File: src/rtl/pmp_csr_unit.sv
// Physical memory protection unit: CSR-programmable region table, a one-cycle
// registered access check, and a sticky capture of the first denied access.
module pmp_csr_unit #(
    parameter int PMP_ENTRIES = 4
) (
    input  logic       clk,
    input  logic       rst,
    input  logic       csr_valid,
    output logic       csr_ready,
    input  logic       csr_write,
    input  logic [3:0] csr_addr,
    input  logic [7:0] csr_wdata,
    output logic       csr_rvalid,
    output logic [7:0] csr_rdata,
    output logic       csr_err,
    input  logic       req_valid,
    input  logic [7:0] req_addr,
    input  logic [2:0] req_rwx,
    output logic       resp_valid,
    output logic       access_granted,
    output logic       fault_valid,
    output logic [7:0] fault_addr,
    output logic [2:0] fault_rwx,
    input  logic       fault_clr
);

    typedef enum logic {IDLE, RESP} state_t;

    state_t     state_p0, state_nxt;
    logic [7:0] start_p0 [PMP_ENTRIES];
    logic [7:0] end_p0   [PMP_ENTRIES];
    logic [7:0] cfg_p0   [PMP_ENTRIES];

    logic [1:0] csr_idx, csr_fld;
    logic       idx_hit;
    logic [7:0] sel_start, sel_end, sel_cfg;
    logic       csr_accept, err_nxt, wr_en;
    logic [7:0] rdata_nxt;
    logic       match_found, grant_nxt, deny_now;

    assign csr_ready  = (state_p0 == IDLE);
    assign csr_rvalid = (state_p0 == RESP);

    always_comb begin
        state_nxt = state_p0;
        case (state_p0)
            IDLE:    if (csr_valid) state_nxt = RESP;
            RESP:    state_nxt = IDLE;
            default: state_nxt = IDLE;
        endcase
    end

    // CSR decode: the addressed entry is picked by loop so an index beyond the table reads as absent
    always_comb begin
        csr_idx   = csr_addr[3:2];
        csr_fld   = csr_addr[1:0];
        idx_hit   = 1'b0;
        sel_start = 8'h00;
        sel_end   = 8'h00;
        sel_cfg   = 8'h00;
        for (int i = 0; i < PMP_ENTRIES; i++) begin
            if (csr_idx == 2'(i)) begin
                idx_hit   = 1'b1;
                sel_start = start_p0[i];
                sel_end   = end_p0[i];
                sel_cfg   = cfg_p0[i];
            end
        end
        csr_accept = csr_valid && csr_ready;
        err_nxt    = !idx_hit || (csr_fld == 2'd3) || (csr_write && sel_cfg[7]);
        wr_en      = csr_accept && csr_write && !err_nxt;
        rdata_nxt  = 8'h00;
        if (!csr_write && idx_hit) begin
            case (csr_fld)
                2'd0:    rdata_nxt = sel_start;
                2'd1:    rdata_nxt = sel_end;
                2'd2:    rdata_nxt = sel_cfg;
                default: rdata_nxt = 8'h00;
            endcase
        end
    end

    // Access check against the table as it stands before any same-cycle write
    always_comb begin
        match_found = 1'b0;
        grant_nxt   = 1'b0;
        for (int i = 0; i < PMP_ENTRIES; i++) begin
            if (!match_found && cfg_p0[i][3] &&
                (start_p0[i] <= req_addr) && (req_addr <= end_p0[i])) begin
                match_found = 1'b1;
                grant_nxt   = ((req_rwx & ~cfg_p0[i][2:0]) == 3'b000);
            end
        end
        deny_now = req_valid && !grant_nxt;
    end

    // Stage p0 -> p1: state, table and CSR response registers
    always_ff @(posedge clk) begin
        if (rst) begin
            state_p0  <= IDLE;
            csr_rdata <= 8'h00;
            csr_err   <= 1'b0;
            for (int i = 0; i < PMP_ENTRIES; i++) begin
                start_p0[i] <= 8'h00;
                end_p0[i]   <= 8'h00;
                cfg_p0[i]   <= 8'h00;
            end
        end else begin
            state_p0 <= state_nxt;
            if (csr_accept) begin
                csr_rdata <= rdata_nxt;
                csr_err   <= err_nxt;
            end
            if (wr_en) begin
                for (int i = 0; i < PMP_ENTRIES; i++) begin
                    if (csr_idx == 2'(i)) begin
                        case (csr_fld)
                            2'd0:    start_p0[i] <= csr_wdata;
                            2'd1:    end_p0[i]   <= csr_wdata;
                            2'd2:    cfg_p0[i]   <= csr_wdata & 8'h8F;
                            default: ;
                        endcase
                    end
                end
            end
        end
    end

    // Stage p0 -> p1: check response and fault capture (capture beats a same-cycle clear)
    always_ff @(posedge clk) begin
        if (rst) begin
            resp_valid     <= 1'b0;
            access_granted <= 1'b0;
            fault_valid    <= 1'b0;
            fault_addr     <= 8'h00;
            fault_rwx      <= 3'b000;
        end else begin
            resp_valid     <= req_valid;
            access_granted <= req_valid && grant_nxt;
            if (deny_now && (!fault_valid || fault_clr)) begin
                fault_valid <= 1'b1;
                fault_addr  <= req_addr;
                fault_rwx   <= req_rwx;
            end else if (fault_clr) begin
                fault_valid <= 1'b0;
            end
        end
    end

endmodule
File: config.mk
export PLATFORM = sky130hd
export DESIGN_NAME = pmp_csr_unit
export DESIGN_NICKNAME = d
export VERILOG_FILES = /design/src/rtl/pmp_csr_unit.sv
export SDC_FILE = /design/constraint.sdc
export NUM_CORES = 1
export LEC_CHECK = 0
export CELL_PAD_IN_SITES_DETAIL_PLACEMENT = 0
export CELL_PAD_IN_SITES_GLOBAL_PLACEMENT = 1
export CORE_MARGIN = 8
export CORE_UTILIZATION = 47
export CTS_CLUSTER_DIAMETER = 150
export CTS_CLUSTER_SIZE = 12
export DETAILED_ROUTE_END_ITERATION = 10
export PLACE_DENSITY_LB_ADDON = 0.15
export SYNTH_ARGS = -nofsm -noshare
export SYNTH_HDL_FRONTEND = slang
export SYNTH_SLANG_ARGS = --single-unit
export TNS_END_PERCENT = 20
File: constraint.sdc
create_clock -name clk -period 3.4 [get_ports clk]
set_input_delay 0.68 -clock clk [delete_from_list [all_inputs] [get_ports clk]]
set_output_delay 0.68 -clock clk [all_outputs]
set_load 0.05 [all_outputs]
=== Word level (Yosys, flattened, before mapping) ===
Memory sizes are Yosys's and may differ from the RTL's.
Index checks and enable logic that the tools add are counted.

* Flip-flop bits (word level): 24
* Memory bits (read-only): 0
* Bits in latches: 0
* Bits of input ports: 29
* Output and inout port bits: 25
* Word-level logic and storage cells: 177
* Bits in writable memories: 84
* Memories kept: 3

* Reduce and logical (&&, ||, !) cells: 37
* Bitwise logic cells: 21
* Magnitude comparators: 8
* Eq/ne operators: 6
* Add/subtract/negate cells: 0
* Muxes and demuxes: 94
* Divide/modulo/power cells: 0
* Shift-type cells: 0
* Multiply operators: 0

{| class="wikitable"
|+ Memory list
! name !! depth !! bits a word !! rd ports !! clocked after Yosys merged registers in !! write ports !! RTL line !! RTL
|-
| end_p0 || 4 || 8 || 4 || 0 || 4 || 31 || <nowiki>logic [7:0] end_p0 [PMP_ENTRIES];</nowiki>
|-
| start_p0 || 4 || 8 || 4 || 0 || 4 || 30 || <nowiki>logic [7:0] start_p0 [PMP_ENTRIES];</nowiki>
|-
| cfg_p0 || 4 || 5 || 4 || 0 || 4 || 32 || <nowiki>logic [7:0] cfg_p0 [PMP_ENTRIES];</nowiki>
|}

{| class="wikitable"
|+ Operator list
! kind !! number
|-
| two-way mux 8 bit || 21
|-
| two-way mux 1 bit || 67
|-
| less-or-equal comparator 8 bit || 8
|-
| case mux 8 bit (3 select lines) || 1
|-
| two-way mux 5 bit || 4
|-
| logical AND 1 bit || 19
|-
| bitwise AND 3 bit || 4
|-
| zero test 3 bit || 4
|-
| NOT 3 bit || 4
|-
| bitwise OR 1 bit || 12
|-
| == test 2 bit (second input constant) || 4
|-
| zero test 1 bit || 8
|-
| == test 2 x 1 -> 1 bit (second input constant) || 2
|-
| zero test 2 bit || 2
|-
| logical OR 1 bit || 3
|-
| case mux 1 bit (2 select lines) || 1
|-
| nonzero test 2 bit || 1
|-
| NOT 1 bit || 1
|}

=== Depth between registers and ports, before layout ===
Gate-level depths: netlist of run 1.
An unclocked memory read counts as a cell.

* Depth in word-level cells: 24
* Depth in mapped cells: 11
* Gate-level depth less buffers: 10

=== Worst setup path before layout of run 1 ===
Ideal clock, no wire load.

* Path type: in2reg
* Start: input req_addr[1]
* End: register fault_addr[0]
* Arrival time: 2.854 ns
* Buffers on the path: 1
* Setup time: 0.070 ns
* Stages on the path: 11
* Setup slack: 0.475 ns
* Cell sequence: inv_1 > ha_1 > nor2b_4 > o211ai_2 > a21oi_1 > or4_1 > a221o_1 > a311oi_4 > buf_6 > o21ai_1 > a21oi_2

* Word-level cells in the longest chain between the ends: 22
* Elaborated cells on any way between the ends: 32

{| class="wikitable"
|+ RTL lines
! element !! RTL line !! RTL
|-
| start, declared || 17 || <nowiki>input logic [7:0] req_addr,</nowiki>
|-
| less-or-equal comparator 8 bit || 89 || <nowiki>(start_p0[i] <= req_addr) && (req_addr <= end_p0[i])) begin</nowiki>
|-
| logical AND 1 bit || 88 || <nowiki>if (!match_found && cfg_p0[i][3] &&</nowiki>
|-
| logical AND 1 bit || 89 ||
|-
| two-way mux 1 bit || 88 ||
|-
| zero test 1 bit || 88 ||
|-
| logical AND 1 bit (2 in a row) || 88 ||
|-
| logical AND 1 bit || 89 ||
|-
| two-way mux 1 bit || 88 ||
|-
| [4 not listed] || - ||
|-
| two-way mux 1 bit || 88 ||
|-
| zero test 1 bit || 88 ||
|-
| logical AND 1 bit (2 in a row) || 88 ||
|-
| logical AND 1 bit || 89 ||
|-
| two-way mux 1 bit (*) || 88 ||
|-
| zero test 1 bit (*) || 94 || <nowiki>deny_now = req_valid && !grant_nxt;</nowiki>
|-
| logical AND 1 bit (*) || 94 ||
|-
| logical AND 1 bit (*) || 140 || <nowiki>if (deny_now && (!fault_valid || fault_clr)) begin</nowiki>
|-
| end signal, assigned || 142 || <nowiki>fault_addr <= req_addr;</nowiki>
|-
| end, declared || 22 || <nowiki>output logic [7:0] fault_addr,</nowiki>
|}

Mark *: on every way between the ends. The rest lies on a longest branch, timed or not.
A chain may end at the register's enable or synchronous reset.

=== Final worst setup path of run 1 ===
* Start: input req_addr[1]
* End: register fault_addr[2]

The elaborated chain is that of the path after synthesis.

==> reports/qor.yml, run 1 <==
clkLatencyLatePin_ns: 0.35
cts.sinks: 108
grt_max_degree: 35
gp_congestion: 0.933
antenna_found_initial: 0
cp_max_fo: 23
die_area_sq_um: 18100
drt_iter0_drc: 360
yosys_warnings: 0
cts_tree: "yes"
ir_worst_vdd_v: 0.000272
synthTopCellsByCount: "86 x and2_1, 84 x edfxtp_1, 64 x ha_1, 57 x inv_1, 43 x a21oi_1"
synth_area_leader_cell: "edfxtp_1"
cp.required_ns: 3.69
hold_class: "reg2reg"
synthesis.nets: 722
h-tree-depth: 3
antenna_left: 0
hpwl_mm: 15.4
grt_pass1_vias: 5385
path_class: "in2reg"
critical_path.top_delay_family: "compound AO/OA/AOI/OAI gates"
setup_tns_ns: 0
reg2reg_depth: 11
leakage_nw: 3.28
crit_buf_inv: 4
vias_per_cell: 5.74
synth.area.top_cells: "edfxtp_1 38%, ha_1 12%, and2_1 8.2%, dfxtp_1 7.3%, a21oi_1 3.3%"
drive_gt1_share_pct: 15.4
io_pins: 54
min_period_ns: 3.32
coreArea_sq_um: 13800
crit_chain: "clkdlybuf4s50_1 > inv_1 > ha_1 > nor2b_4 > o211ai_2 > a21oi_1 > or4_1 > a221o_1 > a311oi_4 > buf_12 > buf_4 > o21ai_1 > a21oi_2"
r2r-start: "start_p0[3][1]$_SDFFCE_PN0P_"
num_vias: 5242
drc: 0
ctsHoldBuffers: 0
arrival_ns: 3.61
synth.most_common_cell: "and2_1"
hold_viol_final: 0
ys_seq_area_share_pct: 45.5
start_util_pct: 47.9
reg2reg_slack_ns: 0.61
layout.nets: 821
worst_path_largest_cell_delay_ns: 0.54
placed_cells: 897
min_from: "csr_rdata[3]$_SDFFE_PP0P_"
cts-resized-gates: 0
ys_types: 55
dr.pass1.iters: 5
drv_cap: 0
skew_ns: 0.00880
cts_buffers: 9
syn_area_per_cell_sq_um: 10.5
post_drt_wl_per_cell_um: 21.8
synth_edf_count: 84
layout.cells.non_filler: 913
synthArstFlopShare_pct: 0
slew_viol_final: 0
power_density_nw_per_um2: 408
cts_buffer_depth: 2
p_total_mw: 3.29
areaGrowthSynthToFinish_pct: 22.4
setup_viol: 0
tightest_slew_ns: 0.738
syn_inst: 629
io_buffer_count: 53
cts-root-buf: "clkbuf_16"
rows: 43
hold_depth: 2
drt_wl_total_mm: 19.9
rsz0062_at_grt: "no"
grt_pass1_wl_mm: 30.6
syn_area_sq_um: 6600
antenna_cells: 0
synth.ff_latch_count: 108
die_height_um: 134
grt.overflow.total: 0
clk_pin_slew_ns: 0.08
ys.flop_type: "edfxtp_1"
outcome: "finished, final reports clean"
end_kind: "flip-flop"
grt_use_total_pct: 22.4
synth_top_area_share_pct: 38.2
worstHoldEndpoint: "csr_rdata[3]$_SDFFE_PP0P_"
die_width_um: 134
r2r-end: "fault_addr[2]$_SDFFE_PP0P_"
slew_headroom_pct: 50.7
post_cts_buffers: 0
max_freq_mhz: 301
startpoint_type: "input pin"
min_period_over_period_pct: 97.6
slowest_stage: "clkdlybuf4s50_1"
[flip-flops by register name (all words and copies together), names as in the netlist]
name / flops
fault_rwx: 3
end_p0: 32
access_granted: 1
csr_rvalid: 1
csr_rdata: 8
start_p0: 32
fault_valid: 1
fault_addr: 8
csr_err: 1
cfg_p0: 20
resp_valid: 1
[through the flow]
step,cell area [sq um],util [%],worst slack [ns],hold slack (ns)
floorplan,6600,-,0.475,0.618
global placement,7720,56.1,-0.202,0.449
detailed placement,7720,56.1,-0.243,0.456
CTS,8060,58.5,0.120,0.467
global route,8080,58.6,0.000260,0.503
finish,8080,58.6,0.0828,0.467
[cell families after synthesis]
logic type,share of synthesized area [%]
fa+ha+maj,12.1
simple gates,17.2
mux,4.32
flops,45.5
buf+inv,5.12
compound gates,15.7
[worst max-delay path by stage]
stage / depth (start not counted) / startpoint / end / slack [ns]
3_5_place_dp: 13 / req_addr[1] / fault_addr[0]$_SDFFE_PP0P_ / -0.24
4_1_cts: 13 / req_addr[1] / fault_rwx[1]$_SDFFE_PP0P_ / 0.12
5_1_grt: 13 / req_addr[2] / fault_addr[3]$_SDFFE_PP0P_ / 0.0003
6_report: 13 / req_addr[1] / fault_addr[2]$_SDFFE_PP0P_ / 0.08
3_3_place_gp: 13 / req_addr[1] / fault_rwx[1]$_SDFFE_PP0P_ / -0.20
2_1_floorplan: 11 / req_addr[1] / fault_addr[0]$_SDFFE_PP0P_ / 0.48
[per-layer routing]
metal | up-vias | wire length [um] | track usage (%)
met5 | - | 0 | 0
met4 | 0 | 509 | 8.42
met3 | 29 | 1080 | 3.71
met2 | 167 | 9900 | 38.5
met1 | 2545 | 8410 | 27.7
li1 | 2501 | - | -
[where the power goes]
| group | switching, mW | total [mW] | internal (mW) |
|---|---|---|---|
| Sequential | 0.0335 | 1.50 | 1.47 |
| Clock | 0.498 | 1.19 | 0.696 |
| Combinational | 0.353 | 0.594 | 0.241 |
| Total | 0.884 | 3.29 | 2.41 |
[cells in the final DEF, fill, tap and decap left out, drive strengths merged, types with 9 or more instances in the layout]
cell	synthesis	layout
o22ai	9	9
clkdlybuf4s50	0	52
and2	86	86
nand2	17	17
o21bai	12	12
nor3	9	9
mux2i	15	15
buf	9	64
nand4	12	12
edfxtp	84	84
o21ai	29	29
ha	64	64
a21oi	54	54
clkbuf	19	10
inv	57	60
dfxtp	24	24
nor2	26	26
or3	11	11
nor2b	11	11
[cell type report]
type / instances / area, sq um
repair buffers: 116 / 1020
flip-flops and latches: 108 / 3000
multi-input cells: 436 / 3270
well taps: 180 / 225
clock inverters: 6 / 90.1
clock buffers: 10 / 250
inverters: 57 / 214
fillers: 1207 / 5700
[worst min-delay path, stage by stage, from the launching register on]
cell and delay [ns]:
dfxtp_1 0.31, nand2_1 0.05, a21oi_1 0.05
(Power assumes the default switching activity.)
==> inputs of run 2 (changes only) <==
--- a/config.mk
+++ b/config.mk
@@ -8,7 +8,7 @@
 export CELL_PAD_IN_SITES_DETAIL_PLACEMENT = 0
 export CELL_PAD_IN_SITES_GLOBAL_PLACEMENT = 1
 export CORE_MARGIN = 8
-export CORE_UTILIZATION = 47
+export CORE_UTILIZATION = 42
 export CTS_CLUSTER_DIAMETER = 150
 export CTS_CLUSTER_SIZE = 12
 export DETAILED_ROUTE_END_ITERATION = 10
==> constraint.sdc (replaced) <==
create_clock -name clk -period 3 [get_ports clk]
set_input_delay 0.6 -clock clk [delete_from_list [all_inputs] [get_ports clk]]
set_output_delay 0.6 -clock clk [all_outputs]
set_load 0.05 [all_outputs]
==> reports/qor.yml, run 2 (same netlist as run 1, synthesis figures left out) <==
outcome: "finished, final reports clean"
setup_viol: 0
worst_path_largest_cell_delay_ns: 0.47
h-tree-depth: 3
die_area_sq_um: 20000
cpMostUsedCell: "buf_4"
slowest_stage: "or3b_2"
cts_tree: "yes"
leakage_nw: 3.40
final_common_cell: "and2_1"
reg.largest.list: "end_p0 (32), start_p0 (32), cfg_p0 (20)"
antenna_cells: 0
hold_class: "reg2reg"
areaGrowthSynthToFinish_pct: 26.9
startpoint_type: "input pin"
start_util_pct: 42.3
rows: 46
cts.sinks: 108
tightest_slew_ns: 0.734
slew_viol_final: 0
gp_congestion: 0.874
post_drt_wl_per_cell_um: 21.3
grt_pass1_wl_mm: 31.8
skew_ns: 0.0132
io_pins: 54
ir_worst_vdd_v: 0.000286
max_freq_mhz: 340
layout.nets: 845
grt_pass1_vias: 5525
num_vias: 5272
placed_cells: 951
layout.cells.non_filler: 973
antenna_left: 0
cts-root-buf: "clkbuf_16"
coreArea_sq_um: 15600
crit_chain: "dlygate4sd2_1 > buf_4 > ha_1 > nand3_1 > o22ai_1 > o21ai_1 > buf_4 > o211ai_1 > a221o_1 > a311oi_4 > buf_4 > buf_12 > or3b_2 > a21oi_2"
layout_common_cells: "86 x and2_1, 84 x edfxtp_1, 81 x buf_4, 60 x ha_1, 49 x inv_1"
antenna_found_initial: 0
drt_iter0_drc: 377
vias_per_cell: 5.42
hold_viol_final: 0
grt_max_degree: 25
die_width_um: 141
drc: 0
fin_area_sq_um: 8370
rsz0062_at_grt: "yes"
cp_max_fo: 12
drt_wl_total_mm: 20.8
place_area_sq_um: 7900
hpwl_mm: 16.3
min_period_ns: 2.94
grt_use_total_pct: 21.4
min_period_over_period_pct: 98.1
die_height_um: 141
io_buffer_count: 53
cts_buffer_depth: 2
power_density_nw_per_um2: 445
drive_gt1_share_pct: 20.2
end_kind: "flip-flop"
dr.pass1.iters: 5
clk_pin_slew_ns: 0.08
cts_buffers: 9
path_class: "in2reg"
cp.required_ns: 3.30
drv_cap: 0
slew_headroom_pct: 50.9
clkLatencyLatePin_ns: 0.36
fillers: 1389
arrival_ns: 3.24
grt.overflow.total: 0
-- run 2: repair_timing --
item                                    4_1_cts  5_1_grt
hold buffers                                  0        0
resized for setup                            26       14
gates cloned                                  1        0
endpoints found under the hold margin         0        0
pin swaps                                     7        9
buffers inserted                              5        0
endpoints found under the setup margin       13       13
-- run 2: power by group --
group	switching, mW	internal [mW]
Sequential	0.0387	1.67
Clock	0.595	0.716
Combinational	0.411	0.296
-- run 2: metal layers --
layer,track usage [%],wire length (um),vias up
met4,9.73,633,0
met5,0,0,-
met1,25.5,8740,2553
li1,-,-,2538
met3,3.23,1010,39
met2,37.3,10400,142
-- run 2: final timing paths --
kind                              startpoint                         to  slack [ns]  cells after the start
setup / recovery                 req_addr[3]  fault_rwx[1]$_SDFFE_PP0P_        0.06                     14
hold / removal     csr_rdata[5]$_SDFFE_PP0P_  csr_rdata[5]$_SDFFE_PP0P_        0.46                      2
setup reg to reg  end_p0[0][5]$_SDFFCE_PN0P_  fault_rwx[1]$_SDFFE_PP0P_        0.14                     12
hold reg to reg    csr_rdata[5]$_SDFFE_PP0P_  csr_rdata[5]$_SDFFE_PP0P_        0.46                      2
-- run 2: per-stage QoR --
step	utilization (%)	total power [mW]	hold slack, ns	TNS (ns)	setup slack (ns)
CTS	53.5	3.74	0.465	0	0.0156
detailed placement	50.7	2.41	0.454	-11.78	-0.597
global route	53.7	3.86	0.489	-0.00360	-0.00360
floorplan	-	2.11	0.618	0	0.155
finish	53.7	3.72	0.464	0	0.0571
global placement	50.7	2.40	0.447	-11.20	-0.534
-- run 2: worst max-delay path: cells and delay by family --
| kind | cells | cell delay (ns) |
|---|---|---|
| buf+inv | 5 | 0.88 |
| simple gates | 2 | 0.55 |
| compound gates | 6 | 0.92 |
| fa+ha+maj | 1 | 0.30 |
-- run 2: area by class of cell --
class / count / area, sq um / area share [%]
well taps: 216 / 270 / 3.23
clock inverters: 6 / 76.3 / 0.912
clock buffers: 10 / 250 / 2.99
inverters: 57 / 214 / 2.56
multi-input cells: 436 / 3330 / 39.8
flip-flops and latches: 108 / 3000 / 35.9
repair buffers: 140 / 1230 / 14.6
==> inputs of run 3 (changes only) <==
--- a/config.mk
+++ b/config.mk
@@ -7,7 +7,7 @@
 export LEC_CHECK = 0
 export CELL_PAD_IN_SITES_DETAIL_PLACEMENT = 0
 export CELL_PAD_IN_SITES_GLOBAL_PLACEMENT = 1
-export CORE_MARGIN = 8
+export CORE_MARGIN = 4
 export CORE_UTILIZATION = 42
 export CTS_CLUSTER_DIAMETER = 150
 export CTS_CLUSTER_SIZE = 12
==> reports/qor.yml, run 3 (same netlist as run 1, synthesis figures left out) <==
outcome: "finished, final reports clean"
cpMostUsedCell: "buf_4"
worst_path_largest_cell_delay_ns: 0.47
dr.pass1.iters: 6
drv_cap: 0
hold_class: "reg2reg"
hpwl_mm: 16.2
setup_viol: 0
critical_path.top_delay_family: "buffers and inverters"
slowest_stage: "or3b_2"
max_freq_mhz: 341
hold_viol_final: 0
cp_max_fo: 12
final_common_cell: "buf_4"
areaGrowthSynthToFinish_pct: 28.8
io_buffer_count: 53
cts_buffers: 9
cp.required_ns: 3.30
skew_ns: 0.00522
path_class: "in2reg"
layout.nets: 856
min_period_over_period_pct: 97.8
antenna_found_initial: 0
arrival_ns: 3.23
die_height_um: 133
io_pins: 54
cts-root-buf: "clkbuf_16"
cts.sinks: 108
crit_chain: "dlygate4sd2_1 > buf_4 > buf_4 > ha_1 > a21oi_1 > a21oi_1 > o21ai_2 > buf_4 > a221o_1 > a311oi_4 > buf_4 > buf_12 > or3b_2 > a21oi_2"
clkLatencyLatePin_ns: 0.36
end_kind: "flip-flop"
grt_use_total_pct: 24.1
die_area_sq_um: 17800
p_total_mw: 3.68
cts_tree: "yes"
power_density_nw_per_um2: 433
p_int_mw: 2.58
rows: 45
holdWs_ns: 0.461
drt_wl_total_mm: 20.9
drc: 0
p_sw_share_pct: 29.8
p_clk_share_pct: 33.5
grt_max_degree: 25
pwr-share-seq_pct: 46.4
ctsHoldBuffers: 0
tightest_slew_ns: 0.775
num_vias: 5340
h-tree-depth: 3
slew_viol_final: 0
grt_pass1_vias: 5645
post_drt_wl_per_cell_um: 21.3
vias_per_cell: 5.45
grt.overflow.total: 0
slew_headroom_pct: 48.2
pwr-share-comb_pct: 20.1
coreArea_sq_um: 15300
grt_pass1_wl_mm: 32.5
ir_worst_vdd_v: 0.000275
cts_buffer_depth: 2
crit_buf_inv: 6
layout.cells.non_filler: 979
rsz0062_at_grt: "no"
p_switching_mw: 1.10
antenna_left: 0
layout_common_cells: "90 x buf_4, 86 x and2_1, 84 x edfxtp_1, 58 x ha_1, 50 x inv_1"
startpoint_type: "input pin"
clk_pin_slew_ns: 0.08
die_width_um: 133
drive_gt1_share_pct: 22.8
antenna_cells: 0
drt_iter0_drc: 496
reg.largest.list: "end_p0 (32), start_p0 (32), cfg_p0 (20)"
min_period_ns: 2.93
gp_congestion: 0.947
start_util_pct: 43.1
placed_cells: 953
leakage_nw: 3.46
run 3: changes by cell type in the layout (fill, tap and decap cells not counted), sizes merged:
cell           delta
clkbuf            +2
dlygate4sd2       +2
inv               +2
clkdlybuf4s15     -4
buf              +10
bufinv            -1
run 3: what timing repair did:
action                                  4_1_cts  5_1_grt
buffers inserted                              6        2
endpoints found under the setup margin       13       13
resized for setup                            32       18
cloned                                        1        1
pin swaps                                     8       11
run 3: area by class of cell:
type | instances | area, sq um
fill | 1413 | 6820
multi-input combinational | 436 | 3400
sequential | 108 | 3000
timing repair buffer | 151 | 1320
tap | 211 | 264
clock buffer | 9 | 225
inverter | 57 | 214
clock inverter | 7 | 76.3
run 3: worst paths after layout:
| check | from | end | slack [ns] | cells after the start |
|---|---|---|---|---|
| worst max register to register | start_p0[3][1]$_SDFFCE_PN0P_ | fault_addr[5]$_SDFFE_PP0P_ | 0.23 | 11 |
| worst max-delay path | req_addr[3] | fault_rwx[0]$_SDFFE_PP0P_ | 0.07 | 14 |
| worst min-delay path | csr_rdata[5]$_SDFFE_PP0P_ | csr_rdata[5]$_SDFFE_PP0P_ | 0.46 | 2 |
| worst min register to register | csr_rdata[5]$_SDFFE_PP0P_ | csr_rdata[5]$_SDFFE_PP0P_ | 0.46 | 2 |
run 3: through the flow:
stage | area, sq um | TNS (ns) | setup WS, ns | util, %
after floorplan | 6600 | 0 | 0.155 | -
after global placement | 7950 | -22.28 | -0.527 | 51.9
after detailed placement | 7950 | -18.61 | -0.612 | 51.9
after CTS | 8390 | 0 | 0.0124 | 54.8
after global routing | 8500 | 0 | 0.000909 | 55.5
final | 8500 | 0 | 0.0667 | 55.5
run 3: per-layer routing:
| layer | part of all wire, % | GRT usage (%) | vias up |
|---|---|---|---|
| li1 | - | - | 2559 |
| met1 | 43 | 31.3 | 2582 |
| met2 | 49 | 40.4 | 154 |
| met3 | 5.2 | 3.93 | 45 |
| met4 | 3.1 | 9.26 | 0 |
| met5 | 0 | 0 | - |
run 3: worst reg2reg max path, stage by stage (launching register included):
cell,delay [ns]
edfxtp_1,0.42
ha_1,0.32
nor2b_4,0.14
o211ai_2,0.13
a21oi_1,0.08
or4_1,0.53
a221o_1,0.32
a311oi_4,0.25
buf_4,0.17
buf_12,0.11
o21ai_1,0.09
a21oi_2,0.14
run 3: power by group through the flow:
stage               Clock (mW)  Combinational [mW]  Sequential [mW]
floorplan                    0               0.320             1.79
global placement             0               0.668             1.74
detailed placement           0               0.684             1.74
CTS                       1.25               0.713             1.71
global route              1.31               0.797             1.71
finish                    1.23               0.738             1.71
